$ cat config.mk
export PLATFORM = sky130hd
export DESIGN_NAME = hyper_cfg_sequencer
export DESIGN_NICKNAME = d
export VERILOG_FILES = /design/src/rtl/hyper_cfg_sequencer.sv
export SDC_FILE = /design/constraint.sdc
export NUM_CORES = 1
export LEC_CHECK = 0
export CELL_PAD_IN_SITES_DETAIL_PLACEMENT = 1
export CELL_PAD_IN_SITES_GLOBAL_PLACEMENT = 2
export CORE_UTILIZATION = 19
export DETAILED_ROUTE_END_ITERATION = 6
export PLACE_DENSITY = 0.79
export SLEW_MARGIN = 20
export SYNTH_ARGS = -nofsm -noshare
export SYNTH_HDL_FRONTEND = slang
export SYNTH_SLANG_ARGS = --single-unit
$ cat constraint.sdc
create_clock -name clk_i -period 3.5 [get_ports clk_i]
set_input_delay 1.05 -clock clk_i [delete_from_list [all_inputs] [get_ports clk_i]]
set_output_delay 1.05 -clock clk_i [all_outputs]
set_load 0.05 [all_outputs]
$ cat src/rtl/hyper_cfg_sequencer.sv
`default_nettype none
// ============================================================================
//  Module      : hyper_cfg_sequencer
//  Description : Boot-time HyperBus register configurator. Waits for the PHY
//                to settle, replays a static list of register writes onto the
//                HyperBus config port, then hands the port to the SoC as a
//                combinational passthrough. DRAM traffic is gated until the
//                list has completed. A reinit request replays the list once
//                the SoC port is idle.
//  Revision    : 1.0 - initial release
// ============================================================================
module hyper_cfg_sequencer #(
    parameter int NumCfg        = 4,
    parameter int StartupCycles = 60000,
    parameter int AddrWidth     = 48
) (
    input  logic                              clk_i,
    input  logic                              rst_i,
    // static configuration list
    input  logic [NumCfg-1:0][AddrWidth-1:0]  cfg_addr_i,
    input  logic [NumCfg-1:0][31:0]           cfg_data_i,
    input  logic [NumCfg-1:0]                 cfg_en_i,
    input  logic                              reinit_i,
    // SoC register request / response
    input  logic                              ext_valid_i,
    input  logic                              ext_write_i,
    input  logic [AddrWidth-1:0]              ext_addr_i,
    input  logic [31:0]                       ext_wdata_i,
    input  logic [3:0]                        ext_wstrb_i,
    output logic                              ext_ready_o,
    output logic [31:0]                       ext_rdata_o,
    output logic                              ext_error_o,
    // HyperBus config port request / response
    output logic                              reg_valid_o,
    output logic                              reg_write_o,
    output logic [AddrWidth-1:0]              reg_addr_o,
    output logic [31:0]                       reg_wdata_o,
    output logic [3:0]                        reg_wstrb_o,
    input  logic                              reg_ready_i,
    input  logic [31:0]                       reg_rdata_i,
    input  logic                              reg_error_i,
    // status
    output logic                              init_done_o,
    output logic                              init_error_o,
    output logic                              mem_gate_o
);

    localparam int c_IDX_W = (NumCfg > 1) ? $clog2(NumCfg) : 1;
    localparam int c_CNT_W = (StartupCycles > 1) ? $clog2(StartupCycles) : 1;

    localparam logic [c_IDX_W-1:0] c_IDX_LAST = c_IDX_W'(NumCfg - 1);
    localparam logic [c_CNT_W-1:0] c_CNT_LAST = c_CNT_W'(StartupCycles - 1);

    localparam logic [1:0] c_ST_STARTUP = 2'd0;
    localparam logic [1:0] c_ST_SEEK    = 2'd1;
    localparam logic [1:0] c_ST_ISSUE   = 2'd2;
    localparam logic [1:0] c_ST_DONE    = 2'd3;

    logic [1:0]           r_state;
    logic [c_CNT_W-1:0]   r_count;
    logic [c_IDX_W-1:0]   r_idx;
    logic                 r_reinit_pend;
    logic                 r_init_error;
    logic                 r_req_valid;
    logic [AddrWidth-1:0] r_req_addr;
    logic [31:0]          r_req_data;

    logic [c_IDX_W-1:0]   w_seek_idx;
    logic                 w_seek_en;
    logic                 w_seek_last;
    logic [1:0]           w_seek_next_state;
    logic [c_IDX_W-1:0]   w_seek_next_idx;
    logic                 w_in_done;

    // Entry-selection step shared by SEEK and by the final settle cycle. The
    // last STARTUP cycle evaluates entry 0 itself, so an enabled first entry
    // is presented exactly StartupCycles cycles after reset release.
    always_comb begin
        w_seek_idx        = (r_state == c_ST_STARTUP) ? '0 : r_idx;
        w_seek_en         = cfg_en_i[w_seek_idx];
        w_seek_last       = (w_seek_idx == c_IDX_LAST);
        w_seek_next_state = c_ST_SEEK;
        w_seek_next_idx   = w_seek_idx + c_IDX_W'(1);
        if (w_seek_en) begin
            w_seek_next_state = c_ST_ISSUE;
            w_seek_next_idx   = w_seek_idx;
        end else if (w_seek_last) begin
            w_seek_next_state = c_ST_DONE;
            w_seek_next_idx   = w_seek_idx;
        end
    end

    // Sequencer FSM: settle count, walk the list, issue writes, then serve
    // the SoC until a reinit is requested and the SoC port goes idle.
    always_ff @(posedge clk_i) begin
        if (rst_i) begin
            r_state       <= c_ST_STARTUP;
            r_count       <= '0;
            r_idx         <= '0;
            r_reinit_pend <= 1'b0;
            r_init_error  <= 1'b0;
            r_req_valid   <= 1'b0;
            r_req_addr    <= '0;
            r_req_data    <= '0;
        end else begin
            case (r_state)
                c_ST_STARTUP, c_ST_SEEK: begin
                    if (r_state == c_ST_STARTUP && r_count != c_CNT_LAST) begin
                        r_count <= r_count + c_CNT_W'(1);
                    end else begin
                        r_state     <= w_seek_next_state;
                        r_idx       <= w_seek_next_idx;
                        r_req_valid <= w_seek_en;
                        r_req_addr  <= w_seek_en ? cfg_addr_i[w_seek_idx] : '0;
                        r_req_data  <= w_seek_en ? cfg_data_i[w_seek_idx] : '0;
                    end
                end
                c_ST_ISSUE: begin
                    // No timeout: the write is held until the port accepts it.
                    if (reg_ready_i) begin
                        r_req_valid <= 1'b0;
                        r_req_addr  <= '0;
                        r_req_data  <= '0;
                        if (reg_error_i) begin
                            r_init_error <= 1'b1;
                        end
                        if (r_idx == c_IDX_LAST) begin
                            r_state <= c_ST_DONE;
                        end else begin
                            r_idx   <= r_idx + c_IDX_W'(1);
                            r_state <= c_ST_SEEK;
                        end
                    end
                end
                c_ST_DONE: begin
                    // A pending replay waits for an idle SoC port so that no
                    // in-flight SoC request is cut off.
                    if (r_reinit_pend) begin
                        if (!ext_valid_i) begin
                            r_reinit_pend <= 1'b0;
                            r_init_error  <= 1'b0;
                            r_idx         <= '0;
                            r_state       <= c_ST_SEEK;
                        end
                    end else if (reinit_i) begin
                        r_reinit_pend <= 1'b1;
                    end
                end
                default: begin
                    r_state <= c_ST_STARTUP;
                end
            endcase
        end
    end

    assign w_in_done = (r_state == c_ST_DONE);

    // Port ownership: the sequencer drives the config port until DONE, after
    // which the SoC request/response path is wired straight through.
    assign reg_valid_o  = w_in_done ? ext_valid_i : r_req_valid;
    assign reg_write_o  = w_in_done ? ext_write_i : r_req_valid;
    assign reg_addr_o   = w_in_done ? ext_addr_i  : r_req_addr;
    assign reg_wdata_o  = w_in_done ? ext_wdata_i : r_req_data;
    assign reg_wstrb_o  = w_in_done ? ext_wstrb_i : {4{r_req_valid}};

    assign ext_ready_o  = w_in_done & reg_ready_i;
    assign ext_rdata_o  = w_in_done ? reg_rdata_i : 32'h0;
    assign ext_error_o  = w_in_done & reg_error_i;

    assign init_done_o  = w_in_done;
    assign mem_gate_o   = ~w_in_done;
    assign init_error_o = r_init_error;

endmodule
`default_nettype wire

==> results of run 1 <==
synthesized netlist by cell type (4+ instances only):
master,count
buf_8,8
o21ai_0,10
buf_1,11
buf_6,8
nand3_1,13
o32ai_2,78
or3_1,7
and3_1,36
a21oi_1,12
a31oi_1,82
nor2b_1,4
a21o_1,7
nor2_1,90
o221ai_1,80
dfxtp_1,103
inv_1,87
mux2i_1,81
nand2_1,405
clkbuf_1,108
final timing paths:
| kind | startpoint | end | slack, ps | cells past startpoint |
|---|---|---|---|---|
| worst max-delay path | reg_ready_i | ext_ready_o | 460 | 3 |
| worst min-delay path | r_req_valid | r_req_valid | 480 | 2 |
| worst max register to register | r_count[11] | r_req_addr[32] | 920 | 5 |
| worst min register to register | r_req_valid | r_req_valid | 480 | 2 |
logic make-up after synthesis:
| kind of cell | after synthesis | share of synthesized area, % |
|---|---|---|
| multiplexers | 84 | 9.18 |
| AO/OA/AOI/OAI | 289 | 30.6 |
| flip-flops | 103 | 22.4 |
| XOR/XNOR | 4 | 0.381 |
| adder cells (fa/ha/maj) | 2 | 0.272 |
| buffers and inverters | 224 | 10.8 |
| AND/OR/NAND/NOR | 583 | 26.3 |
critical path: stages:
cell             delay, ps
clkdlybuf4s50_1        550
and3_1                 240
buf_12                 150
power by group through the flow:
stage	logic (uW)	clock network (uW)	registers, uW
floorplan	181	0	1200
global placement	746	0	1200
detailed placement	760	0	1200
CTS	763	1190	1180
global route	812	1230	1180
finish	753	1130	1180
final cells by class:
class                      count  area (um2)  area share [%]
tap                          615         769            4.88
multi-input combinational    962        6160            39.1
antenna                        2        5.00          0.0317
sequential                   103        2070            13.1
inverter                      87         329            2.09
clock inverter                 5        81.3           0.515
timing repair buffer         589        6120            38.8
clock buffer                  11         243            1.54
per-layer routing:
metal | track usage [%] | vias to the layer above | share of wire (%)
met1 | 20.3 | 5431 | 41
met2 | 33.9 | 298 | 53
li1 | - | 5494 | -
met4 | 3.41 | 2 | 1.2
met5 | 0 | - | 0.029
met3 | 3.26 | 32 | 4.5
state kept, by name, summed over array words and instances (netlist names):
signal / cells
r_req_valid: 1
r_count: 16
r_idx: 2
r_reinit_pend: 1
init_error_o: 1
r_state: 2
r_req_data: 32
r_req_addr: 48
metrics by stage:
step           hold WS [ps]  std cells  utilization, %  setup WS, ps
2_1_floorplan           443       1289               -           385
3_3_place_gp            455       2356            32.4           455
3_5_place_dp            465       2356            32.4           431
4_1_cts                 475       2372            33.0           452
5_1_grt                 509       2373            33.0           428
6_report                476       2374            33.0           456
==> flow_summary.toml, run 1 <==
[layout]
drive_gt1_share_pct = 14.3
final_common_cell = "clkdlybuf4s50_1"
area_growth_pct = 71.5
n_fill_cell = 5719
layout_common_cells = "446 x clkdlybuf4s50_1, 405 x nand2_1, 101 x dfxtp_1"
final_nets = 2201
fin_area_mm2 = 0.0158

[place]
gp_congestion = 0.780
dp_hpwl_um = 34300
post_dp_cell_area_mm2 = 0.0154
port_buffers = 569

[sta]
finalCritPeriodShare_pct = 87.0
fin_tns_setup_ps = 0
rsz0062_at_grt = "false"
timing.final.max_slew_violations = 0
setup_viol = 0
fmax_mhz = 328
finalHoldViolCount = 0
fin_skew_ps = 10.5
fin_crit_ps = 3040
tightest_slew_ps = 850
slew_headroom_pct = 43.4

[die]
die_w_um = 222
io-pin-count = 570
core_mm2 = 0.0477
die_area_mm2 = 0.0493
initial_core_util_pct = 19.3
rows = 80
die_y_um = 222

[status]
status = "finished clean"

[synth]
ys_ff_latch = 103
synthDistinctLibCells = 56
yosys-top-cells-area = "dfxtp_1 22%, nand2_1 17%, o32ai_2 14%"
synth-edff-count = 0
postSynthCellCount = 1289
syn_area_mm2 = 0.00920
synth.top_cell.area_share_pct = 22.4
synth_top_area_cell = "dfxtp_1"
yosysWarnings = 0
synth_area_per_cell_um2 = 7.14
ys.flop_type = "dfxtp_1"
async_reset_ff_share_pct = 0
yosysSeqAreaShare_pct = 22.4
synth_nets = 1738

[power]
p_sw_uw = 720
swShare_pct = 23.5
p_comb_share_pct = 24.6
p_seq_share_pct = 38.5
p_clk_share_pct = 36.9
p_int_uw = 2340
power_uw = 3060
power.density_mw_per_mm2 = 194
vdd_drop_max_v = 0.000178
p_leak_uw = 0.00603

[run]
cap_violations = 0

[worst_setup_path]
crit_path_end_kind = "output port"
cp_max_fo = 3
critPathRequiredTime_ps = 2450
path_class = "in -> out"
start_kind = "input port"
arrival_ps = 1990

[cts]
clock-sinks = 103
cts_inserted_buffers = 9
clk_latency_ps = 360
htreeDepth = 3
cts_tree = "yes"
cts_resized = 0
clk_pin_slew_ps = 70
cts_root_buffer = "clkbuf_16"
ctsHoldBuffers = 0
postCtsSetupRepairBufs = 0
clk_path_buf_depth = 2

[drt]
drc_errors = 0
first_pass_iters = 4
routed_wl_um = 45000
vias_per_cell = 4.74
detail-route-antenna-nets = 0
avgRoutedWirePerCell_um = 18.9
vias = 11300
drt_iter0_markers = 381

[global_routing]
overflow = 0
grt_max_degree = 142
track_usage_pct = 17.7
grt_pass1_vias = 12000
grt_pass1_wl_um = 68900
antenna_found_initial = 3

[worst_hold_path]
hold_class = "reg -> reg"
Note: power is estimated with default switching activity, not from simulation.
==> inputs of run 2 (changes only) <==
Settings changed: CTS_BUF_LIST from default to sky130_fd_sc_hd__clkbuf_16.
==> flow_summary.toml, run 2 (synthesis results as in run 1) <==
[status]
status = "finished clean"

[drt]
first_pass_iters = 4
drt_iter0_markers = 378
drc_errors = 0
avgRoutedWirePerCell_um = 19.0
vias = 11300
routed_wl_um = 45000
detail-route-antenna-nets = 0
vias_per_cell = 4.74

[sta]
timing.final.ws_setup_ps = 456
fin_tns_setup_ps = 0
timing.final.max_slew_violations = 0
fmax_mhz = 328
slew_headroom_pct = 41.9
tightest_slew_ps = 872
finalHoldViolCount = 0
fin_skew_ps = 7.09
setup_viol = 0
rsz0062_at_grt = "false"
fin_crit_ps = 3040
finalCritPeriodShare_pct = 87.0

[layout]
final_nets = 2201
layout_common_cells = "446 x clkdlybuf4s50_1, 405 x nand2_1, 101 x dfxtp_1"
register_area_mm2 = 0.00207
fin_cells = 2374
drive_gt1_share_pct = 14.3
final_util_pct = 33.0
area_growth_pct = 71.4
n_fill_cell = 5721
final_common_cell = "clkdlybuf4s50_1"
regMostFlops = "r_req_addr"
multiInputGateArea_mm2 = 0.00616
largest_reg_flops = 48
reg.largest.list = "r_req_addr x48, r_req_data x32, r_count x16"

[cts]
cts_tree = "yes"
clk_latency_ps = 350
ctsHoldBuffers = 0
htreeDepth = 3
cts_resized = 0
cts_inserted_buffers = 9
cts_root_buffer = "clkbuf_16"
clock-sinks = 103
clk_path_buf_depth = 2
clk_pin_slew_ps = 70
postCtsSetupRepairBufs = 0

[place]
port_buffers = 569
place_worst_setup_slack_ps = 431
dp_cells = 2356
dp_hpwl_um = 34300
gp_congestion = 0.780

[worst_setup_path]
crit_path_end_kind = "output port"
cp_max_fo = 3
reg2reg_slack_ps = 920
arrival_ps = 1990
crit_family = "buffers and inverters"
critical_path_buf_inv_count = 2
cpPeakStageDelay_ps = 550
cp_slowest_cell = "clkdlybuf4s50_1"
path_class = "in -> out"
start_kind = "input port"
critPathRequiredTime_ps = 2450
crit_chain = "clkdlybuf4s50_1, and3_1, buf_12"

[die]
initial_core_util_pct = 19.3
core_mm2 = 0.0477
die_w_um = 222
die_y_um = 222
io-pin-count = 570
die_area_mm2 = 0.0493
rows = 80

[global_routing]
track_usage_pct = 17.7
grt_pass1_vias = 12000
grt_pass1_wl_um = 68900
antenna_found_initial = 3
overflow = 0
grt_max_degree = 142

[power]
power_uw = 3030
power.density_mw_per_mm2 = 192
p_leak_uw = 0.00603
vdd_drop_max_v = 0.000179

[worst_hold_path]
hold_class = "reg -> reg"

[run]
cap_violations = 0
==> run 2: through the flow <==
step           cell area [um2]  hold WS [ps]
2_1_floorplan             9200           443
3_5_place_dp             15400           465
6_report                 15800           476
5_1_grt                  15800           509
3_3_place_gp             15400           455
4_1_cts                  15800           475
==> run 2: worst min-delay path: stages (launching register included) <==
cell and delay, ps:
dfxtp_1 310, nand2_1 50, o22ai_1 60
==> run 2: routing by layer <==
metal  routed length [um]  vias to the layer above  share of wire, %  track usage, %
li1                     -                     5495                 -               -
met1                18300                     5415                41            20.3
met2                23900                      319                53            33.9
met3                 2230                       32               4.9            3.26
met4                  557                        2               1.2            3.34
met5                   13                        -             0.029               0
==> run 2: path summary, 6_finish.rpt <==
check | cells after the start | endpoint | startpoint
worst max register to register | 5 | r_req_addr[32] | r_count[11]
worst min-delay path | 2 | r_req_valid | r_req_valid
worst max-delay path | 3 | ext_ready_o | reg_ready_i
worst min register to register | 2 | r_req_valid | r_req_valid
==> run 2: final cells by class <==
class | count | share of cell area (%)
inverters | 87 | 2.09
diodes | 2 | 0.0317
well taps | 615 | 4.88
clock buffers | 9 | 1.43
flip-flops and latches | 103 | 13.1
clock inverters | 7 | 0.563
multi-input cells | 962 | 39.1
repair buffers | 589 | 38.8
==> run 2: where the power goes <==
group | leakage, uW | internal [uW] | switching (uW)
Combinational | 0.00504 | 518 | 235
Sequential | 0.000831 | 1170 | 5.34
Clock | 0.000154 | 623 | 480
Total | 0.00603 | 2310 | 721
